--- src/rtl/instr_exec_unit_if.sv ---
// rtl/instr_exec_unit_if.sv - instruction read port and result channel of instr_exec_unit
interface instr_exec_unit_if #(
   parameter int DEPTH = 32
);
   localparam int PW = $clog2(DEPTH);

   logic [PW-1:0]      read_pointer;
   logic [67:0]        instruction_word;
   logic               res_valid;
   logic               res_ready;
   logic signed [63:0] result;
   logic [3:0]         res_opcode;
   logic [PW-1:0]      res_ptr;
   logic               res_err;

   modport master (
      output read_pointer,
      input  instruction_word,
      output res_valid,
      input  res_ready,
      output result,
      output res_opcode,
      output res_ptr,
      output res_err
   );

   modport slave (
      input  read_pointer,
      output instruction_word,
      input  res_valid,
      output res_ready,
      input  result,
      input  res_opcode,
      input  res_ptr,
      input  res_err
   );
endinterface

--- src/rtl/instr_exec_unit.sv ---
// rtl/instr_exec_unit.sv - walks instruction slots, evaluates each with a signed ALU
// Define INSTR_EXEC_DIV_EN to build the divider; otherwise DIV/MOD report as illegal.
module instr_exec_unit #(
   parameter int DEPTH = 32
) (
   input  logic                       clk,
   input  logic                       reset_n,
   input  logic                       start,
   input  logic [$clog2(DEPTH)-1:0]   first_ptr,
   input  logic [$clog2(DEPTH):0]     count,
   output logic                       busy,
   output logic                       done,
   instr_exec_unit_if.master          bus
);
   localparam int PW = $clog2(DEPTH);

   typedef enum logic [2:0] {IDLE, FETCH, EXEC, RESP, DONE} state_t;
   typedef enum logic [3:0] {
      OP_ZERO = 4'd0, OP_PASSA = 4'd1, OP_PASSB = 4'd2, OP_ADD = 4'd3,
      OP_SUB  = 4'd4, OP_MULT  = 4'd5, OP_DIV   = 4'd6, OP_MOD = 4'd7
   } opcode_t;

   state_t             state, state_nx;
   logic [PW:0]        remaining;
   logic [67:0]        instr_q;
   logic signed [63:0] op_a, op_b, alu_res;
   logic               alu_err;

   assign op_a = {{32{instr_q[63]}}, instr_q[63:32]};
   assign op_b = {{32{instr_q[31]}}, instr_q[31:0]};

   always_comb begin
      alu_res = '0;
      alu_err = 1'b0;
      case (instr_q[67:64])
         OP_ZERO:  alu_res = '0;
         OP_PASSA: alu_res = op_a;
         OP_PASSB: alu_res = op_b;
         OP_ADD:   alu_res = op_a + op_b;
         OP_SUB:   alu_res = op_a - op_b;
         OP_MULT:  alu_res = op_a * op_b;
`ifdef INSTR_EXEC_DIV_EN
         OP_DIV:   if (op_b == 0) alu_err = 1'b1; else alu_res = op_a / op_b;
         OP_MOD:   if (op_b == 0) alu_err = 1'b1; else alu_res = op_a % op_b;
`endif
         default:  alu_err = 1'b1;
      endcase
   end

   always_ff @(posedge clk) begin
      if (!reset_n) state <= IDLE;
      else          state <= state_nx;
   end

   always_comb begin
      state_nx = state;
      case (state)
         IDLE:  if (start) state_nx = (count == 0) ? DONE : FETCH;
         FETCH: state_nx = EXEC;
         EXEC:  state_nx = RESP;
         RESP:  if (bus.res_ready) state_nx = (remaining == 1) ? DONE : FETCH;
         DONE:  state_nx = IDLE;
         default: state_nx = IDLE;
      endcase
   end

   assign busy = (state != IDLE);
   assign done = (state == DONE);

   always_ff @(posedge clk) begin
      if (!reset_n) begin
         bus.read_pointer <= '0;
         remaining        <= '0;
         instr_q          <= '0;
         bus.result       <= '0;
         bus.res_opcode   <= '0;
         bus.res_ptr      <= '0;
         bus.res_err      <= 1'b0;
         bus.res_valid    <= 1'b0;
      end else begin
         case (state)
            IDLE: if (start) begin
               bus.read_pointer <= first_ptr;
               remaining        <= count;
            end
            FETCH: instr_q <= bus.instruction_word;
            EXEC: begin
               bus.result     <= alu_res;
               bus.res_opcode <= instr_q[67:64];
               bus.res_ptr    <= bus.read_pointer;
               bus.res_err    <= alu_err;
               bus.res_valid  <= 1'b1;
            end
            RESP: if (bus.res_ready) begin
               bus.res_valid    <= 1'b0;
               // slot index wraps at DEPTH even when DEPTH is not a power of two
               bus.read_pointer <= (bus.read_pointer == PW'(DEPTH - 1)) ? '0
                                                                         : bus.read_pointer + 1'b1;
               remaining        <= remaining - 1'b1;
            end
            default: ;
         endcase
      end
   end
endmodule
--- src/flat_wrapper.sv ---
// flat-port wrapper written by rule: the top's interface ports become plain ports
module instr_exec_unit_flat 
#(
   parameter int DEPTH = 32
)
  (clk, reset_n, start, first_ptr, count, busy, done, bus_read_pointer, bus_instruction_word, bus_res_valid, bus_res_ready, bus_result, bus_res_opcode, bus_res_ptr, bus_res_err);
  instr_exec_unit_if #(.DEPTH(DEPTH)) bus_i ();
  input  logic clk;
  input  logic reset_n;
  input  logic start;
  input  logic [$clog2(DEPTH)-1:0] first_ptr;
  input  logic [$clog2(DEPTH):0] count;
  output logic busy;
  output logic done;
  output wire logic [$bits(bus_i.read_pointer)-1:0] bus_read_pointer;
  input wire logic [$bits(bus_i.instruction_word)-1:0] bus_instruction_word;
  output wire logic [$bits(bus_i.res_valid)-1:0] bus_res_valid;
  input wire logic [$bits(bus_i.res_ready)-1:0] bus_res_ready;
  output wire logic [$bits(bus_i.result)-1:0] bus_result;
  output wire logic [$bits(bus_i.res_opcode)-1:0] bus_res_opcode;
  output wire logic [$bits(bus_i.res_ptr)-1:0] bus_res_ptr;
  output wire logic [$bits(bus_i.res_err)-1:0] bus_res_err;
  assign bus_read_pointer = bus_i.read_pointer;
  assign bus_i.instruction_word = bus_instruction_word;
  assign bus_res_valid = bus_i.res_valid;
  assign bus_i.res_ready = bus_res_ready;
  assign bus_result = bus_i.result;
  assign bus_res_opcode = bus_i.res_opcode;
  assign bus_res_ptr = bus_i.res_ptr;
  assign bus_res_err = bus_i.res_err;
  instr_exec_unit #(.DEPTH(DEPTH)) u_core (.clk(clk), .reset_n(reset_n), .start(start), .first_ptr(first_ptr), .count(count), .busy(busy), .done(done), .bus(bus_i));
endmodule
--- config.mk ---
export PLATFORM = sky130hd
export DESIGN_NAME = instr_exec_unit_flat
export DESIGN_NICKNAME = d
export VERILOG_FILES = /design/src/rtl/instr_exec_unit_if.sv /design/src/rtl/instr_exec_unit.sv /design/src/flat_wrapper.sv
export SDC_FILE = /design/constraint.sdc
export NUM_CORES = 2
export LEC_CHECK = 0
export CAP_MARGIN = 40
export CORE_MARGIN = 5
export CORE_UTILIZATION = 40
export DETAILED_ROUTE_END_ITERATION = 8
export PLACE_DENSITY = 0.62
export RECOVER_POWER = 25
export SLEW_MARGIN = 20
export SYNTH_ARGS = -nofsm -noshare
export SYNTH_HDL_FRONTEND = slang
export SYNTH_SLANG_ARGS = --single-unit
--- constraint.sdc ---
create_clock -name clk -period 7.51 [get_ports clk]
set_clock_uncertainty 0.05 [all_clocks]
set_input_delay 1.1265 -clock clk [delete_from_list [all_inputs] [get_ports clk]]
set_output_delay 1.1265 -clock clk [all_outputs]
set_load 0.02 [all_outputs]
==> run summary <==
## Timing
• part of the cycle the worst path needs: 101.3%
• Highest Clock Rate: 131.4 MHz
• total count of max-transition violations in the final report: 35
• number of setup violations in the final report: 5
• smallest setup slack after layout: -0.09917 ns
• Tmin final: 7.609 ns
• Least-Margin Pin Slew: 2.476 ns
• post-route worst hold slack: 0.4066 ns
• Hold Vio Cnt, Final: 0
• unrepaired setup endpoints after global routing: yes
• worst slew slack as a fraction of its limit: -65.08%

## Placement
• DP Cell Count: 7138
• Port Buffers: 164
• final RePlAce weighted congestion: 0.9900
• Final HPWL DP: 134500 um
• placement-stage worst setup slack: -0.6017 ns

## Yosys
• portion of synthesized cell area occupied by the leading cell type: 47.11%
• Mapped Nets: 6620
• count of different cell masters after synthesis: 83
• number of register bits inferred by synthesis: 157
• sequential fraction of the synthesis area: 6.823%
• gate count after technology mapping: 5200
• area of the mapped netlist: 46070 um^2
• Syn. warnings: 0
• leading post-synthesis cells by cell area: fa_1, inv_1, ha_1, dfxtp_1, and2_1
• Avg Inst Size Synth: 8.859 um^2
• Top FF cell, synth: dfxtp_1
• Synth async-reset ratio: 0%
• largest area contributor in the netlist: fa_1
• number of enable-type register cells in the synthesized netlist: 0

## Routing
• first-iteration detailed-routing DRC count: 3566
• vias: 39.51k
• DRT Pass-1 Iters: 9
• post-route ant nets: 0
• routed length per instance: 23.80 um
• Post-Route WL: 174100 um
• number of design rule violations left after detail routing: 0
• via density per instance: 5.402

## Die
• Row Count: 124
• Die ar.: 122100 um^2
• core area: 114300 um^2
• y dimension of the die: 349.4 um
• horizontal extent of the die: 349.4 um
• effective utilization at floorplan: 40.29%
• count of pins on the block boundary: 165

## Global routing
• met3 routing resource usage after global routing: 5.131%
• met1 capacity usage during global routing: 37.20%
• number of antenna violations at the first check in global routing: 7
• maximum number of pins on one net before global-route repair: 63
• Remaining Overflow, GRT: 0
• global-route wire length before repair: 255200 um
• gr busiest metal: met2
• met2 Use GR: 44.90%
• via count of the first global-routing pass: 41.32k
• all-layer global routing usage: 27.65%

## CTS
• clock net sink count: 157
• Inserted Clock Buffers: 17
• Worst-Skew Late Latency: 0.47 ns
• CTS tree: built
• buffer levels on the longest clock path: 2
• CTS root buf: clkbuf_16
• Worst-path clk slew: 0.07 ns
• maximum level of the CTS H-tree: 4

## Flow run
• max-capacitance violation count: 1

## Critical path
• data required time at the worst endpoint: 7.82 ns
• crit path max fanout: 5
• start-to-end type of the worst setup path: reg -> reg
• category of the worst setup path capture point: register
• slowest stage delay, CP: 0.58 ns
• cell with the biggest individual delay on the critical path: fa_2
• Worst Setup Start Kind: register
• arrival time reported for the critical path endpoint: 7.92 ns
• cell seen most often among critical-path stages: fa_1

## Layout
• signed area change from the synthesized netlist to the final layout: 26.27%
• number of nets at the end of the flow: 7205
• share of post-route cells with drive strength above 1: 19.92%
• filler-free cell count of the finished design: 7314

## Min path
• worst min-delay path category: reg -> reg

## Power
• total leakage power: 27.88 nW
• PnR Total Power: 7.152 mW
• worst vdd rail ir drop: 157.2 uV
• Power Density: 123.0 nW/um^2

## Run status
• outcome: complete, but fails checks
• violated checks: max-capacitance violations, max-slew violations, negative setup slack

==> cell families after synthesis <==
family | synth area share, %
adders and majority gates | 53.98
AOI/OAI and AO/OA | 10.38
and+or+nand+nor | 16.23
xor gates and xnor gates | 1.464
DFF | 6.823
buffers and inverters | 11.03
muxes | 0.08692
==> flip-flops by register name, summed over array words and instances, names as in the netlist <==
name / cells
u_core.state: 3
u_core.bus.res_valid: 1
u_core.bus.read_pointer: 5
u_core.remaining: 6
u_core.bus.result: 64
u_core.bus.res_ptr: 5
u_core.bus.res_err: 1
u_core.instr_q: 68
u_core.bus.res_opcode: 4
==> through the flow <==
step           TNS, ns  util [%]  area [um^2]
2_1_floorplan        0         -        46200
3_3_place_gp    -9.301     47.05        53800
3_5_place_dp    -11.19     47.05        53800
4_1_cts        -0.4430     49.24        56300
5_1_grt         -3.223     50.86        58160
6_report       -0.2322     50.87        58170
==> final cells by class <==
type / instances / area, um^2
antenna: 4 / 10.01
clock buffer: 18 / 439.2
clock inverter: 14 / 170.2
fill: 10550 / 56180
inverter: 1024 / 3862
multi-input combinational: 3707 / 39600
sequential: 157 / 3253
tap: 1512 / 1892
timing repair buffer: 877 / 8939
timing repair inverter: 1 / 7.507
==> report_power, final <==
part | internal [mW] | switching [mW]
Clock | 0.514 | 0.451
Combinational | 2.23 | 2.99
Sequential | 0.887 | 0.0723
==> placed cells by master, fill, tap and decap left out, types with 19 or more instances in the layout <==
cell type        instances
dfxtp_2                 19
buf_12                 104
and2_4                  27
ha_4                    36
nand4_1                 19
a222oi_1                24
inv_1                  982
ha_1                   213
o21ai_1                 35
clkdlybuf4s50_1        161
o211ai_1                20
a21o_1                  62
clkbuf_16               26
nor3_1                  23
buf_6                   53
buf_4                  524
nand2_1                710
nor2_1                 158
xnor2_1                 38
nand3_1                 25
a22oi_1                 20
dfxtp_4                 23
a21oi_1                205
xor2_1                  23
o21ai_0                 91
a31oi_1                 22
and2_1                 450
fa_1                  1020
inv_2                   35
nand2b_1                31
dfxtp_1                115
o21bai_1                19
a21oi_2                 26
fa_2                    64
==> per-layer routing <==
| metal | wire, um | up-vias |
|---|---|---|
| li1 | - | 17020 |
| met1 | 69900 | 20430 |
| met2 | 80240 | 1738 |
| met3 | 15010 | 328 |
| met4 | 8923 | 2 |
| met5 | 8 | - |
==> path summary, 6_finish.rpt <==
kind | depth (start not counted) | to | slack [ns] | from
worst max-delay path | 29 | u_core.bus.result[61] | -0.1 | u_core.instr_q[63]
worst min-delay path | 2 | u_core.bus.result[36] | 0.41 | u_core.bus.result[36]
worst max register to register | 29 | u_core.bus.result[61] | -0.1 | u_core.instr_q[63]
worst min register to register | 2 | u_core.bus.result[36] | 0.41 | u_core.bus.result[36]
==> synthesized netlist by cell type (22+ instances only) <==
| cell | count |
|---|---|
| fa_1 | 1084 |
| inv_1 | 1022 |
| nand2_1 | 731 |
| and2_1 | 477 |
| clkbuf_1 | 280 |
| ha_1 | 253 |
| a21oi_1 | 238 |
| nor2_1 | 178 |
| dfxtp_1 | 157 |
| o21ai_0 | 119 |
| a21o_1 | 62 |
| xnor2_1 | 46 |
| nor3_1 | 32 |
| nand2b_1 | 31 |
| xor2_1 | 31 |
| nand3_1 | 28 |
| a31oi_1 | 25 |
| a222oi_1 | 24 |
| o21ai_1 | 22 |
| o21bai_1 | 22 |
==> timing repair <==
action | in CTS | in global routing
setup buffers | 64 | 65
gates cloned | 12 | 9
hold buffers | 0 | 0
pin swaps | 167 | 259
gates resized for setup | 252 | 300
setup endpoints to repair | 38 | 41
==> critical path: cells and delay by family, from the launching register on <==
kind                       cells  cell delay (ns)
adders and majority gates      9             4.38
and+or+nand+nor                3             0.37
buffers and inverters         10             1.01
AOI/OAI and AO/OA              7             1.18
DFF                            1             0.48
Note: power is estimated with default switching activity, not from simulation.
